**src/rtl/mcycle_core.sv**
```systemverilog
// mcycle_core: parametrised multi-cycle CPU core with req/ack instruction and data memory ports
// Ports: clk, rst (sync, active-high); imem_req/imem_addr/imem_ack/imem_data fetch bus;
//   dmem_req/dmem_we/dmem_addr/dmem_wdata/dmem_ack/dmem_rdata data bus;
//   pc, state (FSM code), dbg_out (last write-back), halted, illegal (one-cycle pulse), bus_err (sticky).
// Define MCYCLE_CORE_TIMEOUT_EN to add a 255-cycle bus timeout that sets bus_err and halts.
module mcycle_core #(
    parameter int DATA_W  = 16,
    parameter int NREGS   = 16,
    parameter int PC_W    = 10,
    parameter int DADDR_W = 8
) (
    input  logic               clk,
    input  logic               rst,
    output logic               imem_req,
    output logic [PC_W-1:0]    imem_addr,
    input  logic               imem_ack,
    input  logic [31:0]        imem_data,
    output logic               dmem_req,
    output logic               dmem_we,
    output logic [DADDR_W-1:0] dmem_addr,
    output logic [DATA_W-1:0]  dmem_wdata,
    input  logic               dmem_ack,
    input  logic [DATA_W-1:0]  dmem_rdata,
    output logic [PC_W-1:0]    pc,
    output logic [2:0]         state,
    output logic [DATA_W-1:0]  dbg_out,
    output logic               halted,
    output logic               illegal,
    output logic               bus_err
);
    localparam int RW = $clog2(NREGS);

    typedef enum logic [2:0] {
        FETCH  = 3'd0,
        DECODE = 3'd1,
        EXEC   = 3'd2,
        MEM    = 3'd3,
        WB     = 3'd4,
        HALT   = 3'd5
    } state_t;

    state_t st, nxt;
    logic [31:0] ir;
    logic [DATA_W-1:0] regs [NREGS];
    logic [DATA_W-1:0] a, b, res, alu;
    logic [3:0] op, fn;
    logic [RW-1:0] rd, rs;
    logic z, i_ok, d_ok, ill, alu_op, wr, tout;

    assign op        = ir[31:28];
    assign fn        = ir[27:24];
    assign rd        = ir[20 +: RW];
    assign rs        = ir[16 +: RW];
    assign alu_op    = op == 4'h1 || op == 4'h3;
    assign wr        = op inside {4'h1, 4'h2, 4'h3, 4'h8, 4'h9};
    assign ill       = !(op inside {4'h1, 4'h2, 4'h3, 4'h4, 4'h8, 4'h9, 4'hC, 4'hD, 4'hE, 4'hF});
    // acks only count while the matching request is actually up
    assign i_ok      = imem_req && imem_ack;
    assign d_ok      = dmem_req && dmem_ack;
    assign imem_addr = pc;
    assign state     = st;

    always_comb begin
        case (fn)
            4'h0:    alu = a + b;
            4'h1:    alu = a - b;
            4'h2:    alu = a & b;
            4'h3:    alu = a | b;
            4'h4:    alu = a ^ b;
            4'h5:    alu = a << 1;
            4'h6:    alu = a >> 1;
            4'h7:    alu = b;
            default: alu = '0;
        endcase
    end

    always_comb begin
        nxt = st;
        case (st)
            FETCH:   nxt = i_ok ? DECODE : FETCH;
            DECODE:  nxt = EXEC;
            EXEC:    nxt = (op == 4'hC || op == 4'hD) ? FETCH :
                           op == 4'hE ? HALT :
                           (op == 4'h2 || op == 4'h4) ? MEM : WB;
            MEM:     nxt = d_ok ? WB : MEM;
            WB:      nxt = FETCH;
            default: nxt = HALT;
        endcase
        if (tout) nxt = HALT;
    end

    always_ff @(posedge clk) begin
        if (rst) begin
            st         <= FETCH;
            pc         <= '0;
            regs       <= '{default: '0};
            z          <= 1'b0;
            ir         <= '0;
            a          <= '0;
            b          <= '0;
            res        <= '0;
            dbg_out    <= '0;
            halted     <= 1'b0;
            illegal    <= 1'b0;
            imem_req   <= 1'b0;
            dmem_req   <= 1'b0;
            dmem_we    <= 1'b0;
            dmem_addr  <= '0;
            dmem_wdata <= '0;
        end else begin
            st       <= nxt;
            // requests are registered from the next state so they are up for the whole wait
            imem_req <= nxt == FETCH;
            dmem_req <= nxt == MEM;
            halted   <= nxt == HALT;
            illegal  <= st == DECODE && ill;
            if (i_ok) ir <= imem_data;
            if (st == DECODE) begin
                a <= regs[rd];
                b <= (op == 4'h3 || op == 4'h8) ? DATA_W'(ir[15:0]) : regs[rs];
            end
            if (st == EXEC) begin
                res <= alu_op ? alu : b;
                if (alu_op) z <= alu == '0;
                if (op == 4'hC || op == 4'hD) pc <= (op == 4'hC || z) ? PC_W'(ir[15:0]) : pc + PC_W'(1);
            end
            if (st == EXEC && nxt == MEM) begin
                dmem_we    <= op == 4'h4;
                dmem_addr  <= DADDR_W'(ir[15:0]);
                dmem_wdata <= a;
            end else if (nxt != MEM) begin
                dmem_we <= 1'b0;
            end
            if (d_ok) res <= dmem_rdata;
            if (st == WB) begin
                if (wr) regs[rd] <= res;
                if (wr) dbg_out <= res;
                pc <= pc + PC_W'(1);
            end
        end
    end

`ifdef MCYCLE_CORE_TIMEOUT_EN
    logic [7:0] cnt;
    logic waiting;
    assign waiting = (imem_req || dmem_req) && !(i_ok || d_ok);
    // cnt holds the number of completed wait cycles, so 254 here is the 255th unacked cycle
    assign tout = waiting && cnt == 8'd254;
    always_ff @(posedge clk) begin
        if (rst) begin
            cnt     <= '0;
            bus_err <= 1'b0;
        end else begin
            cnt <= (waiting && !tout) ? cnt + 8'd1 : 8'd0;
            if (tout) bus_err <= 1'b1;
        end
    end
`else
    assign tout    = 1'b0;
    assign bus_err = 1'b0;
`endif
endmodule

```
**config.mk**
```make
export PLATFORM = sky130hd
export DESIGN_NAME = mcycle_core
export DESIGN_NICKNAME = d
export VERILOG_FILES = /design/src/rtl/mcycle_core.sv
export SDC_FILE = /design/constraint.sdc
export NUM_CORES = 1
export LEC_CHECK = 0
export ABC_AREA = 1
export CAP_MARGIN = 20
export CORE_ASPECT_RATIO = 0.5
export CORE_UTILIZATION = 55
export CTS_CLUSTER_DIAMETER = 120
export DETAILED_ROUTE_END_ITERATION = 12
export PLACE_DENSITY = 0.74
export SETUP_SLACK_MARGIN = 0.1
export SLEW_MARGIN = 30
export SYNTH_ARGS = -nofsm -noshare
export SYNTH_HDL_FRONTEND = slang
export SYNTH_SLANG_ARGS = --single-unit
export TNS_END_PERCENT = 1
```
**constraint.sdc**
```tcl
create_clock -name clk -period 5.6 [get_ports clk]
set_input_delay 1.12 -clock clk [delete_from_list [all_inputs] [get_ports clk]]
set_output_delay 1.12 -clock clk [all_outputs]
set_load 0.02 [all_outputs]
```
==> impl_metrics.yaml <==
timing:
  setup_violations: 0
  max_freq_mhz: 266
  period_needed_ps: 3760
  finalCritPeriodShare: 0.672
  finClkSkew_ps: 29.0
  drv_slew: 0
  slew-limit-headroom: 0.294
  final.setup.tns_ps: 0
  hold_viol: 0
  tightest_slew_ps: 1060
  rsz0062_at_grt: "no"
setup_path:
  crit_path_max_fanout: 32
  endpoint_kind: "flop"
  r2r_cells: 10
  r2r_setup_slack_ps: 1840
  critPathTopFamily: "simple AND/OR/NAND/NOR gates"
  crit_chain: "nor2_1, inv_1, nor2_2, a21oi_4, nand3b_2, nand2_2, nor3_2, nand2_1, o21ai_0, a21oi_1"
  cp_slowest_stage_delay_ps: 830
  critical_path_class: "reg2reg"
  cp_num_buf_inv: 1
  cp_data_arrival_time_ps: 4150
  critical_path_required_ps: 5990
  reg2reg_to: "regs[162]"
  startpoint_type: "flop"
  r2r-start: "ir[30]"
  crit_slowest_cell: "nand2_1"
finish:
  nets: 3089
  utilization: 0.618
  area_delta_synth_final_pct: 10.6
  drive_gt1_frac: 0.0395
logic_synthesis:
  synth_top_family_by_area: "compound AO/OA/AOI/OAI gates"
  synthAdderAreaFrac: 0.0302
  ys_types: 46
  yosysWarnings: 0
  synth_edf_count: 0
  synth_ff_type: "dfxtp_1"
  synth-compound-area-share: 0.298
  avgSynthCellArea_um2: 6.84
  synth-seq-cells: 395
  syn_inst: 3060
  synth_nets: 3162
  syn_area_um2: 20900
  ys_seq_area_frac: 0.378
  synthArstFlopShare: 0
  synthSimpleGateAreaFrac: 0.173
  synthMuxAreaShare: 0.000478
  synth_xor_xnor_area_share: 0.00711
run_status:
  status: "finished clean"
floorplan:
  start_util: 0.559
  core_area_um2: 37500
  io_pins: 121
  dieHeight_um: 140
  die_width_um: 278
  rows: 50
  die_area_um2: 38900
power:
  ir_drop_uv: 215
  powerDensity_nw_per_um2: 300
  total_power_mw: 6.95
  p_leak_nw: 8.30
clock_tree:
  cts_hold_buf: 0
  h-tree-depth: 2
  path_clk_slew_ps: 60
  cts.sinks: 395
  postCtsResizedCells: 0
  cts_setup_buffers: 0
  cts_tree: "built"
  cts_buffer_depth: 3
  cts_buffers: 36
  clk_latency_ps: 560
  cts_root_buffer: "clkbuf_16"
route:
  num_vias: 21600
  drc: 0
  vias_per_cell: 6.15
  drt_iter0_drc: 3028
  routed_wl_um: 73500
  wl_per_cell_um: 21.0
  detail-route-antenna-nets: 0
  firstDrtPassIters: 6
global_routing:
  grtUsageTotal: 0.366
  antenna_found_initial: 2
  grt_max_degree: 113
  grt_pass1_wl_um: 112000
  grt-ovfl-total: 0
  first_global_vias: 18800
worst_hold_path:
  hold_depth: 2
  hp-start: "regs[135]"
  min_path_type: "reg2reg"
  hold_path_end: "regs[135]"
place:
  gp_congestion: 0.962
  dp_hpwl_um: 47600
  io_buffers: 119
job:
  drv_cap: 0
## kinds of logic after synthesis
family | after synthesis
multiplexers | 1
flip-flops | 395
other | 1
buffers and inverters | 607
AND/OR/NAND/NOR | 849
XOR/XNOR | 17
adder cells (fa/ha/maj) | 50
AO/OA/AOI/OAI | 1140
## layer usage
layer  track usage  wire length [µm]
met5             0                 0
met2         0.543             31000
met1         0.524             31300
met4         0.119              2310
met3        0.0809              8910
## sequential cells by signal, summed over array words and instances, names as in the netlist, 3 cells and up
| register | cells |
|---|---|
| regs | 256 |
| ir | 32 |
| a | 16 |
| b | 16 |
| dbg_out | 16 |
| dmem_wdata | 16 |
| res | 16 |
| imem_addr | 10 |
| dmem_addr | 8 |
| state | 3 |
## area by class of cell
| class | instances | area (µm²) |
|---|---|---|
| inverters | 345 | 1300 |
| multi-input cells | 2058 | 10700 |
| flip-flops and latches | 395 | 7920 |
| repair buffers | 151 | 1450 |
| well taps | 494 | 618 |
| clock buffers | 58 | 1130 |
| clock inverters | 5 | 61.3 |
| fillers | 3520 | 14300 |
| diodes | 1 | 2.50 |
## synthesized netlist by cell type, drive strengths merged (4+ instances only)
master / n / area share
a21oi: 392 / 0.094
o211ai: 59 / 0.021
nor3: 21 / 0.0058
a22oi: 12 / 0.0043
nor2: 225 / 0.041
clkinv: 7 / 0.0013
nand3: 208 / 0.050
nand2: 363 / 0.066
buf: 81 / 0.019
a31oi: 22 / 0.0066
xor2: 16 / 0.0067
o21bai: 4 / 0.0014
dfxtp: 395 / 0.38
nand4: 9 / 0.0027
a41oi: 4 / 0.0017
and3: 8 / 0.0024
o221ai: 16 / 0.0067
o22ai: 59 / 0.018
nand3b: 12 / 0.0045
a211oi: 55 / 0.020
o21ai: 510 / 0.12
inv: 338 / 0.061
clkbuf: 181 / 0.033
ha: 49 / 0.029
## worst max-delay path by stage
| stage | startpoint | end | slack [ps] | depth (start not counted) |
|---|---|---|---|---|
| after global placement | ir[30] | regs[145] | 2010 | 10 |
| after global routing | ir[30] | regs[170] | 1500 | 10 |
| after detailed placement | ir[30] | regs[152] | 1860 | 10 |
| after CTS | ir[30] | regs[152] | 1840 | 10 |
| after floorplan | b[0] | res[15] | 2840 | 21 |
| final | ir[30] | regs[162] | 1840 | 10 |
## through the flow
step                std cells  setup slack (ps)  hold slack [ps]  cell area (µm²)
finish                   3507              1840              464            23200
CTS                      3506              1840              461            23100
global placement         3443              2010              445            21900
floorplan                3060              2840              435            20900
detailed placement       3443              1860              451            22000
global route             3506              1500              487            23200
## layout by cell type (no fill, tap or decap), types with 12 or more instances in the layout
| cell type | netlist | routed |
|---|---|---|
| ha_1 | 49 | 49 |
| o221ai_1 | 16 | 16 |
| xor2_1 | 16 | 16 |
| o22ai_1 | 59 | 59 |
| a31oi_1 | 22 | 22 |
| clkbuf_16 | 0 | 38 |
| nor2_1 | 221 | 219 |
| nand2_2 | 6 | 14 |
| nand2_1 | 357 | 349 |
| dfxtp_1 | 395 | 392 |
| a22oi_1 | 12 | 12 |
| a211oi_1 | 55 | 55 |
| o211ai_1 | 59 | 59 |
| clkdlybuf4s50_1 | 0 | 118 |
| nor3_1 | 19 | 18 |
| buf_4 | 13 | 31 |
| inv_1 | 335 | 334 |
| nand3_1 | 208 | 208 |
| o21ai_0 | 510 | 510 |
| a21oi_1 | 391 | 391 |
## report_power, final
group / switching (mW) / leakage (nW) / internal (mW) / total [mW]
logic: 1.00 / 4.52 / 0.422 / 1.42
clock network: 1.13 / 0.585 / 1.43 / 2.55
registers: 0.120 / 3.19 / 2.86 / 2.98
total: 2.25 / 8.30 / 4.70 / 6.95
## worst min-delay path: stages, from the launching register on
cell	delay, ps
dfxtp_1	310
inv_1	60
a21oi_1	50
Power figures use the tool's default switching activity.
